==> src/rtl/rgb_pkg.sv <==
// Shared definitions for the RGB-to-gray frame controller.
//   state_t          : controller FSM encoding (IDLE, RUN, DRAIN, DONE)
//   RGB_W / GRAY_W   : pixel widths on the RGB read side and gray write side
//   *_DEF            : default values for the controller parameters
package rgb_pkg;

  localparam int RGB_W          = 24;
  localparam int GRAY_W         = 8;
  localparam int NUM_PIX_DEF    = 76800;  // 320x240
  localparam int ADDR_W_DEF     = 17;
  localparam int PIPE_LAT_DEF   = 3;      // 1 memory + 2 datapath cycles
  localparam int FIFO_DEPTH_DEF = 4;

  typedef enum logic [1:0] {
    ST_IDLE  = 2'd0,
    ST_RUN   = 2'd1,
    ST_DRAIN = 2'd2,
    ST_DONE  = 2'd3
  } state_t;

endpackage

==> src/rtl/gray_fifo.sv <==
// Synchronous result buffer between the gray datapath and the gray memory.
// Ports:
//   clk, n_rst : clock, asynchronous active-low reset (clears pointers/count)
//   push       : store push_data this cycle
//   push_data  : gray pixel to store
//   pop        : consume the head entry this cycle
//   head       : oldest stored entry (undefined while empty)
//   count      : number of stored entries
//   empty      : count == 0
// A push into an empty buffer only becomes visible at head/count on the
// following cycle; there is no fall-through path.
module gray_fifo
  import rgb_pkg::*;
#(
  parameter  int DEPTH = FIFO_DEPTH_DEF,
  parameter  int W     = GRAY_W,
  localparam int AW    = (DEPTH > 1) ? $clog2(DEPTH) : 1,
  localparam int CW    = $clog2(DEPTH + 1)
) (
  input  logic          clk,
  input  logic          n_rst,
  input  logic          push,
  input  logic [W-1:0]  push_data,
  input  logic          pop,
  output logic [W-1:0]  head,
  output logic [CW-1:0] count,
  output logic          empty
);

  logic [W-1:0]  mem [DEPTH];
  logic [AW-1:0] wr_ptr;
  logic [AW-1:0] rd_ptr;
  logic          full;
  logic          do_push;
  logic          do_pop;

  assign empty   = (count == '0);
  assign full    = (count == CW'(DEPTH));
  assign do_pop  = pop && !empty;
  // A push while full is dropped; the credit scheme upstream must make it
  // impossible, and the assertion below flags it if it ever happens.
  assign do_push = push && !full;
  assign head    = mem[rd_ptr];

  // DEPTH is a power of two, so the pointers wrap naturally.
  always_ff @(posedge clk or negedge n_rst) begin
    if (!n_rst) begin
      wr_ptr <= '0;
      rd_ptr <= '0;
      count  <= '0;
    end else begin
      if (do_push) wr_ptr <= wr_ptr + 1'b1;
      if (do_pop)  rd_ptr <= rd_ptr + 1'b1;
      case ({do_push, do_pop})
        2'b10:   count <= count + 1'b1;
        2'b01:   count <= count - 1'b1;
        default: count <= count;
      endcase
    end
  end

  always_ff @(posedge clk) begin
    if (do_push) mem[wr_ptr] <= push_data;
  end

  a_no_overflow: assert property (@(posedge clk) disable iff (!n_rst) !(push && full));

endmodule

==> src/rtl/rgb_frame_ctrl.sv <==
// Frame sequencer: reads every RGB pixel of a frame, feeds it through an
// external RGB-to-gray datapath and writes the gray result to gray memory
// in the same raster order.
// Ports:
//   clk, n_rst          : clock, asynchronous active-low reset
//   start               : frame request, only looked at in IDLE
//   rd_en, rd_addr      : RGB memory read strobe / pixel index
//   rd_data             : RGB pixel, valid the cycle after rd_en
//   dp_data, dp_start   : datapath input (registered rd_data) and enable
//   gray_in             : datapath result, valid PIPE_LAT cycles after rd_en
//   wr_en, wr_addr,
//   wr_data, wr_stall   : gray memory write port with stall
//   busy, done          : frame in progress / one-cycle completion pulse
//   dbg_state           : current FSM state
// Handshakes: rd_en is a bare strobe with no back-pressure; a read is
// issued in every cycle rd_en=1. On the write side a write is transferred
// in exactly the cycles where wr_en=1, and wr_en is never raised while
// wr_stall=1 (wr_stall plays the role of an inverted ready). Reads are
// only issued while reads in flight plus buffered results leave room in
// the result buffer, so a stalled write port can never cause data loss.
module rgb_frame_ctrl
  import rgb_pkg::*;
#(
  parameter int NUM_PIX    = NUM_PIX_DEF,
  parameter int ADDR_W     = ADDR_W_DEF,
  parameter int PIPE_LAT   = PIPE_LAT_DEF,
  parameter int FIFO_DEPTH = FIFO_DEPTH_DEF
) (
  input  logic              clk,
  input  logic              n_rst,
  input  logic              start,
  output logic              rd_en,
  output logic [ADDR_W-1:0] rd_addr,
  input  logic [RGB_W-1:0]  rd_data,
  output logic [RGB_W-1:0]  dp_data,
  output logic              dp_start,
  input  logic [GRAY_W-1:0] gray_in,
  output logic              wr_en,
  output logic [ADDR_W-1:0] wr_addr,
  output logic [GRAY_W-1:0] wr_data,
  input  logic              wr_stall,
  output logic              busy,
  output logic              done,
  output state_t            dbg_state
);

  localparam int CNT_W = $clog2(FIFO_DEPTH + 1);
  localparam int INF_W = $clog2(PIPE_LAT + 1);
  localparam int SUM_W = $clog2(FIFO_DEPTH + PIPE_LAT + 1);
  localparam logic [ADDR_W-1:0] LAST = ADDR_W'(NUM_PIX - 1);

  state_t              state;
  logic [ADDR_W-1:0]   rd_cnt;
  logic [ADDR_W-1:0]   wr_cnt;
  logic [PIPE_LAT-1:0] tags;
  logic [INF_W-1:0]    inflight;
  logic [CNT_W-1:0]    fifo_count;
  logic                fifo_empty;
  logic [GRAY_W-1:0]   fifo_head;
  logic                tag_exit;
  logic [SUM_W-1:0]    credit_used;

  // The oldest tag marks the cycle in which gray_in carries a real result.
  assign tag_exit    = tags[PIPE_LAT-1];
  // Every issued read owns one buffer slot from issue until it is written,
  // so the slot budget is reads in flight plus entries already buffered.
  assign credit_used = SUM_W'(inflight) + SUM_W'(fifo_count);

  assign rd_en     = (state == ST_RUN) && (credit_used < SUM_W'(FIFO_DEPTH));
  assign rd_addr   = rd_cnt;
  assign wr_en     = !fifo_empty && !wr_stall;
  assign wr_addr   = wr_cnt;
  assign wr_data   = wr_en ? fifo_head : '0;
  assign dp_start  = (state == ST_RUN) || (state == ST_DRAIN);
  assign busy      = (state == ST_RUN) || (state == ST_DRAIN);
  assign done      = (state == ST_DONE);
  assign dbg_state = state;

  always_ff @(posedge clk or negedge n_rst) begin
    if (!n_rst) begin
      state    <= ST_IDLE;
      rd_cnt   <= '0;
      wr_cnt   <= '0;
      tags     <= '0;
      inflight <= '0;
      dp_data  <= '0;
    end else begin
      dp_data  <= rd_data;
      tags     <= (tags << 1) | PIPE_LAT'(rd_en);
      inflight <= inflight + INF_W'(rd_en) - INF_W'(tag_exit);

      // Counters saturate at the last pixel; the state change ends the frame.
      if (wr_en && (wr_cnt != LAST)) wr_cnt <= wr_cnt + 1'b1;

      case (state)
        ST_IDLE: begin
          if (start) begin
            state    <= ST_RUN;
            rd_cnt   <= '0;
            wr_cnt   <= '0;
            inflight <= '0;
            tags     <= '0;
          end
        end
        ST_RUN: begin
          if (rd_en) begin
            if (rd_cnt == LAST) state <= ST_DRAIN;
            else                rd_cnt <= rd_cnt + 1'b1;
          end
        end
        ST_DRAIN: begin
          if (wr_en && (wr_cnt == LAST)) state <= ST_DONE;
        end
        ST_DONE: state <= ST_IDLE;
        default: state <= ST_IDLE;
      endcase
    end
  end

  gray_fifo #(
    .DEPTH (FIFO_DEPTH),
    .W     (GRAY_W)
  ) u_fifo (
    .clk       (clk),
    .n_rst     (n_rst),
    .push      (tag_exit),
    .push_data (gray_in),
    .pop       (wr_en),
    .head      (fifo_head),
    .count     (fifo_count),
    .empty     (fifo_empty)
  );

endmodule

==> config.mk <==
export PLATFORM = sky130hd
export DESIGN_NAME = rgb_frame_ctrl
export DESIGN_NICKNAME = d
export VERILOG_FILES = /design/src/rtl/rgb_pkg.sv /design/src/rtl/gray_fifo.sv /design/src/rtl/rgb_frame_ctrl.sv
export SDC_FILE = /design/constraint.sdc
export NUM_CORES = 1
export LEC_CHECK = 0
export BUFFER_PORTS_ARGS = -buffer_cell sky130_fd_sc_hd__clkbuf_2
export CAP_MARGIN = 5
export CORE_ASPECT_RATIO = 1.5
export CORE_MARGIN = 2
export CORE_UTILIZATION = 48
export CTS_CLUSTER_DIAMETER = 30
export DETAILED_ROUTE_END_ITERATION = 10
export PLACE_DENSITY_LB_ADDON = 0.05
export SYNTH_ARGS = -nofsm -noshare
export SYNTH_HDL_FRONTEND = slang
export SYNTH_SLANG_ARGS = --single-unit
==> constraint.sdc <==
create_clock -name clk -period 2.2 [get_ports clk]
set_input_delay 0.44 -clock clk [delete_from_list [all_inputs] [get_ports clk]]
set_output_delay 0.44 -clock clk [all_outputs]
set_load 0.01 [all_outputs]
==> impl.org <==
** Outcome
- Run status :: finished, final reports clean

** Floorplan
- From bottom edge to top edge, the die measures between 100 and 150 um.
- Site row count :: 44
- 109 I/O pins were placed.
- The region available for standard cell placement spans ~9600 um2.
- Once the floorplan was initialized, standard cells occupied between 40% and 50% of the core.
- The die covers 10500 um2.
- Die width :: roughly 84 um

** Yosys
- In the synthesized netlist, the number of instances is between 300 and 400.
- Number of distinct library cell variants in the gate-level netlist after synthesis :: slightly below 60
- The cell area that synthesis handed to floorplanning was between 4000 and 5000 um2.
- FF+latch count, synth :: between 100 and 150
- The share of the Yosys chip area taken by registers is 59.4%.
- Counting flops with a built-in enable in the synthesized netlist gives 32.
- Number of nets in the synthesized netlist :: 423
- After synthesis, the share of flip-flops with an asynchronous set or reset is 69.2%.
- Mean post-synth cell area :: roughly 13 um2
- Top FF cell, synth :: dfrtp_1
- Yosys printed 0 warnings.

** Setup path
- In this run the worst setup path begins at u_fifo.rd_ptr[0].
- RR Startpoint :: u_fifo.count[1]
- Number of buffers and inverters on the critical path :: 2
- Cell-by-cell listing of the critical path :: buf_8 -> mux4_2 -> and2_1 -> clkbuf_2
- On the critical path the largest part of the delay comes from multiplexers.
- Cell at the slowest stage of the critical path :: mux4_2
- Data arrives at the worst endpoint at 1.71 ns.
- The worst setup path is launched from a flop.
- Capturing element type of the critical path :: output port
- Worst-path maximum fanout :: 9
- The critical path is of the reg2out type.
- Req. time, crit path :: approximately 1.8 ns
- Worst stage delay on the critical path :: about 0.5 ns

** Placement
- Port-buffer cells :: between 100 and 150
- Once detailed placement completed, the half-perimeter wirelength came to roughly 6800 um.
- The congestion estimate from routability-driven global placement came to between 0.8 and 0.9.
- Minimum setup slack after placement :: approximately 0.19 ns
- In this run the cell area measured after placement is 5440 um2.

** STA
- Max Slew Vio Count :: 0
- The routed design could run at a clock period as short as ~2.1 ns.
- Setup violations remaining at the end of the flow were counted as 0.
- Setup repair after global routing could not meet its margin everywhere.
- In the final timing run, aggregate negative setup slack is 0 ns.
- The final hold violation count is 0.
- Smallest setup slack after layout :: 0.0538 ns
- Final worst clock skew :: approximately 0.0072 ns
- Final-layout worst hold slack :: ~0.098 ns
- In the finished design, the share of the clock period the worst path needs comes to 97.6%.
- Derived from the worst setup path, the maximum achievable clock frequency is around 470 MHz.
- At the pin with the least slew margin, the transition time is between 0.4 and 0.5 ns.
- Headroom to the max-slew limit came out at around 66%.

** Route
- DR DRC count :: 0
- DRC marker count from the first detailed-route iteration :: 215
- Total routed wirelength :: 9650 um
- Once detail routing completed, the nets flagged for antenna violations numbered 0.
- Using the TritonRoute via totals, the vias-per-cell ratio works out to 5.40.
- Count of TritonRoute iterations in the first routing pass :: 4
- Count of vias placed by the detailed router :: 3346
- After detailed routing, the average wire length per cell comes to approximately 16 um.

** Final layout
- Most common cell after layout, fill and taps aside :: clkbuf_2
- 0 antenna diodes ended up in the layout.
- Multi-input gate area :: 1810 um2
- Registers take around 2800 um2.
- Of the cells placed in the final design, the portion with a size suffix greater than 1 is 34.3%.
- The final layout contains about 550 nets.
- Layout overhead on the synthesized area :: 24.9%
- The filler cells instantiated in the layout total 806.
- Leaving out fill and tap cells, the most frequent cells in the layout are clkbuf_2 (107), dfrtp_1 (70), edfxtp_1 (32).
- Cell area after layout :: ~5800 um2

** Power and ir drop
- Power density of the placed cells :: roughly 1200 nW/um2
- The analysis attributes to cell leakage a power of 2.66 nW.
- IR analysis of the VDD net gives a maximum drop of 0.749 mV.
- The completed layout was analyzed and its total power is between 0.007 and 0.008 W.

** Clock network
- The clock reaches the later pin of the worst-skew pair after 0.35 ns.
- Longest Clk Path Bufs :: 2
- Hold buffer count at cts :: 0
- The H-tree generated during clock tree synthesis spans 3 levels.
- TritonCTS clock tree :: done
- Clock sinks :: about 100
- Number of buffers added by the clock tree synthesis step :: 9
- Clock tree root driver cell :: clkbuf_16
- Clock slew seen by the registers of the worst setup and hold paths :: roughly 0.08 ns

** Global route
- Global routing finished with a remaining overflow of 0.
- Number of global-route vias before repair :: about 3.3k
- Total routing resource utilization after global routing :: around a fifth
- Entering global routing, the biggest net connects 73 pins.
- Antenna violations before repair :: 0
- The first global-routing pass estimated between 15000 and 20000 um of wire.

** Hold path
- Tightest Hold Check Type :: in2async

** Flow run
- Max-capacitance violation count :: 0
## worst register-to-register path, stage by stage (launching register included)
cell and delay [ns]:
dfrtp_1 0.45, ha_4 0.30, a31oi_4 0.09, xnor2_2 0.21, buf_4 0.18, a21o_1 0.24, buf_4 0.21, nor4_2 0.06
a211o_1 0.22
## layout make-up
type / instances / share of cell area [%]
multi-input cells: 239 / 31.1
well taps: 115 / 2.48
clock buffers: 9 / 3.88
flip-flops and latches: 104 / 47.6
clock inverters: 7 / 1.23
inverters: 14 / 0.905
repair buffers: 132 / 12.8
## layer usage
layer,vias to the layer above,global-route usage (%),wire [um]
met5,-,0,0
met4,0,8.78,177
met3,13,3.11,279
met2,73,32.4,5120
met1,1645,24.2,4070
li1,1615,-,-
## synth_stat cells (2+ instances only)
cell | number | area (um2)
inv_1 | 14 | 52.6
a31oi_1 | 8 | 50.1
nand4_1 | 6 | 37.5
a211o_1 | 3 | 26.3
xor2_1 | 14 | 123
and3_1 | 10 | 62.6
o211ai_1 | 6 | 45.0
mux2i_1 | 4 | 40.0
and2_1 | 20 | 125
ha_1 | 15 | 188
buf_4 | 2 | 15.0
nor4_1 | 4 | 25.0
nand3_2 | 2 | 20.0
and4_1 | 4 | 35.0
nor3_1 | 7 | 35.0
nand3_1 | 13 | 65.1
nand2_1 | 22 | 82.6
buf_2 | 5 | 25.0
clkbuf_1 | 6 | 22.5
a21boi_0 | 2 | 15.0
a22oi_1 | 2 | 15.0
nor2_1 | 27 | 101
o2111ai_1 | 2 | 17.5
edfxtp_1 | 32 | 961
a21oi_1 | 9 | 45.0
o21ai_0 | 11 | 55.1
nand2b_1 | 5 | 31.3
dfrtp_1 | 72 | 1800
o31ai_1 | 2 | 15.0
xnor2_1 | 7 | 61.3
mux4_2 | 8 | 180
## state kept, by name, summed over array words and instances (netlist names)
| signal | count |
|---|---|
| dbg_state | 2 |
| u_fifo.mem | 32 |
| inflight | 2 |
| u_fifo.wr_ptr | 2 |
| u_fifo.rd_ptr | 2 |
| tags | 3 |
| dp_data | 24 |
| wr_addr | 17 |
| u_fifo.count | 3 |
| rd_addr | 17 |
## metrics by stage
step	cells	utilization (%)
6_report	620	60.6
5_1_grt	620	60.6
4_1_cts	620	60.2
3_5_place_dp	602	56.8
3_3_place_gp	602	56.8
2_1_floorplan	371	-
## worst paths after layout
kind / end / slack [ns] / depth (start not counted)
setup / recovery: wr_data[5] / 0.05 / 4
hold / removal: dp_data[23] / 0.1 / 2
setup reg to reg: rd_addr[13] / 0.13 / 8
hold reg to reg: tags[1] / 0.45 / 1
max in group asynchronous: u_fifo.count[2] / 1.76 / 2
min in group clk: dp_data[19] / 0.19 / 1
## logic make-up after synthesis
kind of cell,Yosys count,synth area share (%)
simple gates,131,15.9
flops,104,59.4
compound gates,57,8.40
buf+inv,28,2.56
xor+xnor,22,4.31
fa+ha+maj,16,4.47
mux,13,4.98
## power breakdown
group / total (W) / switching (W) / internal (W)
clock: 0.00158 / 0.000773 / 0.000805
sequential: 0.00285 / 0.000383 / 0.00246
combinational: 0.00265 / 0.00140 / 0.00125
## timing repair
item	in CTS	in global routing
setup buffers	2	0
resized for setup	2	8
setup endpoints to repair	9	12
pin swaps	2	0
(Power assumes the default switching activity.)
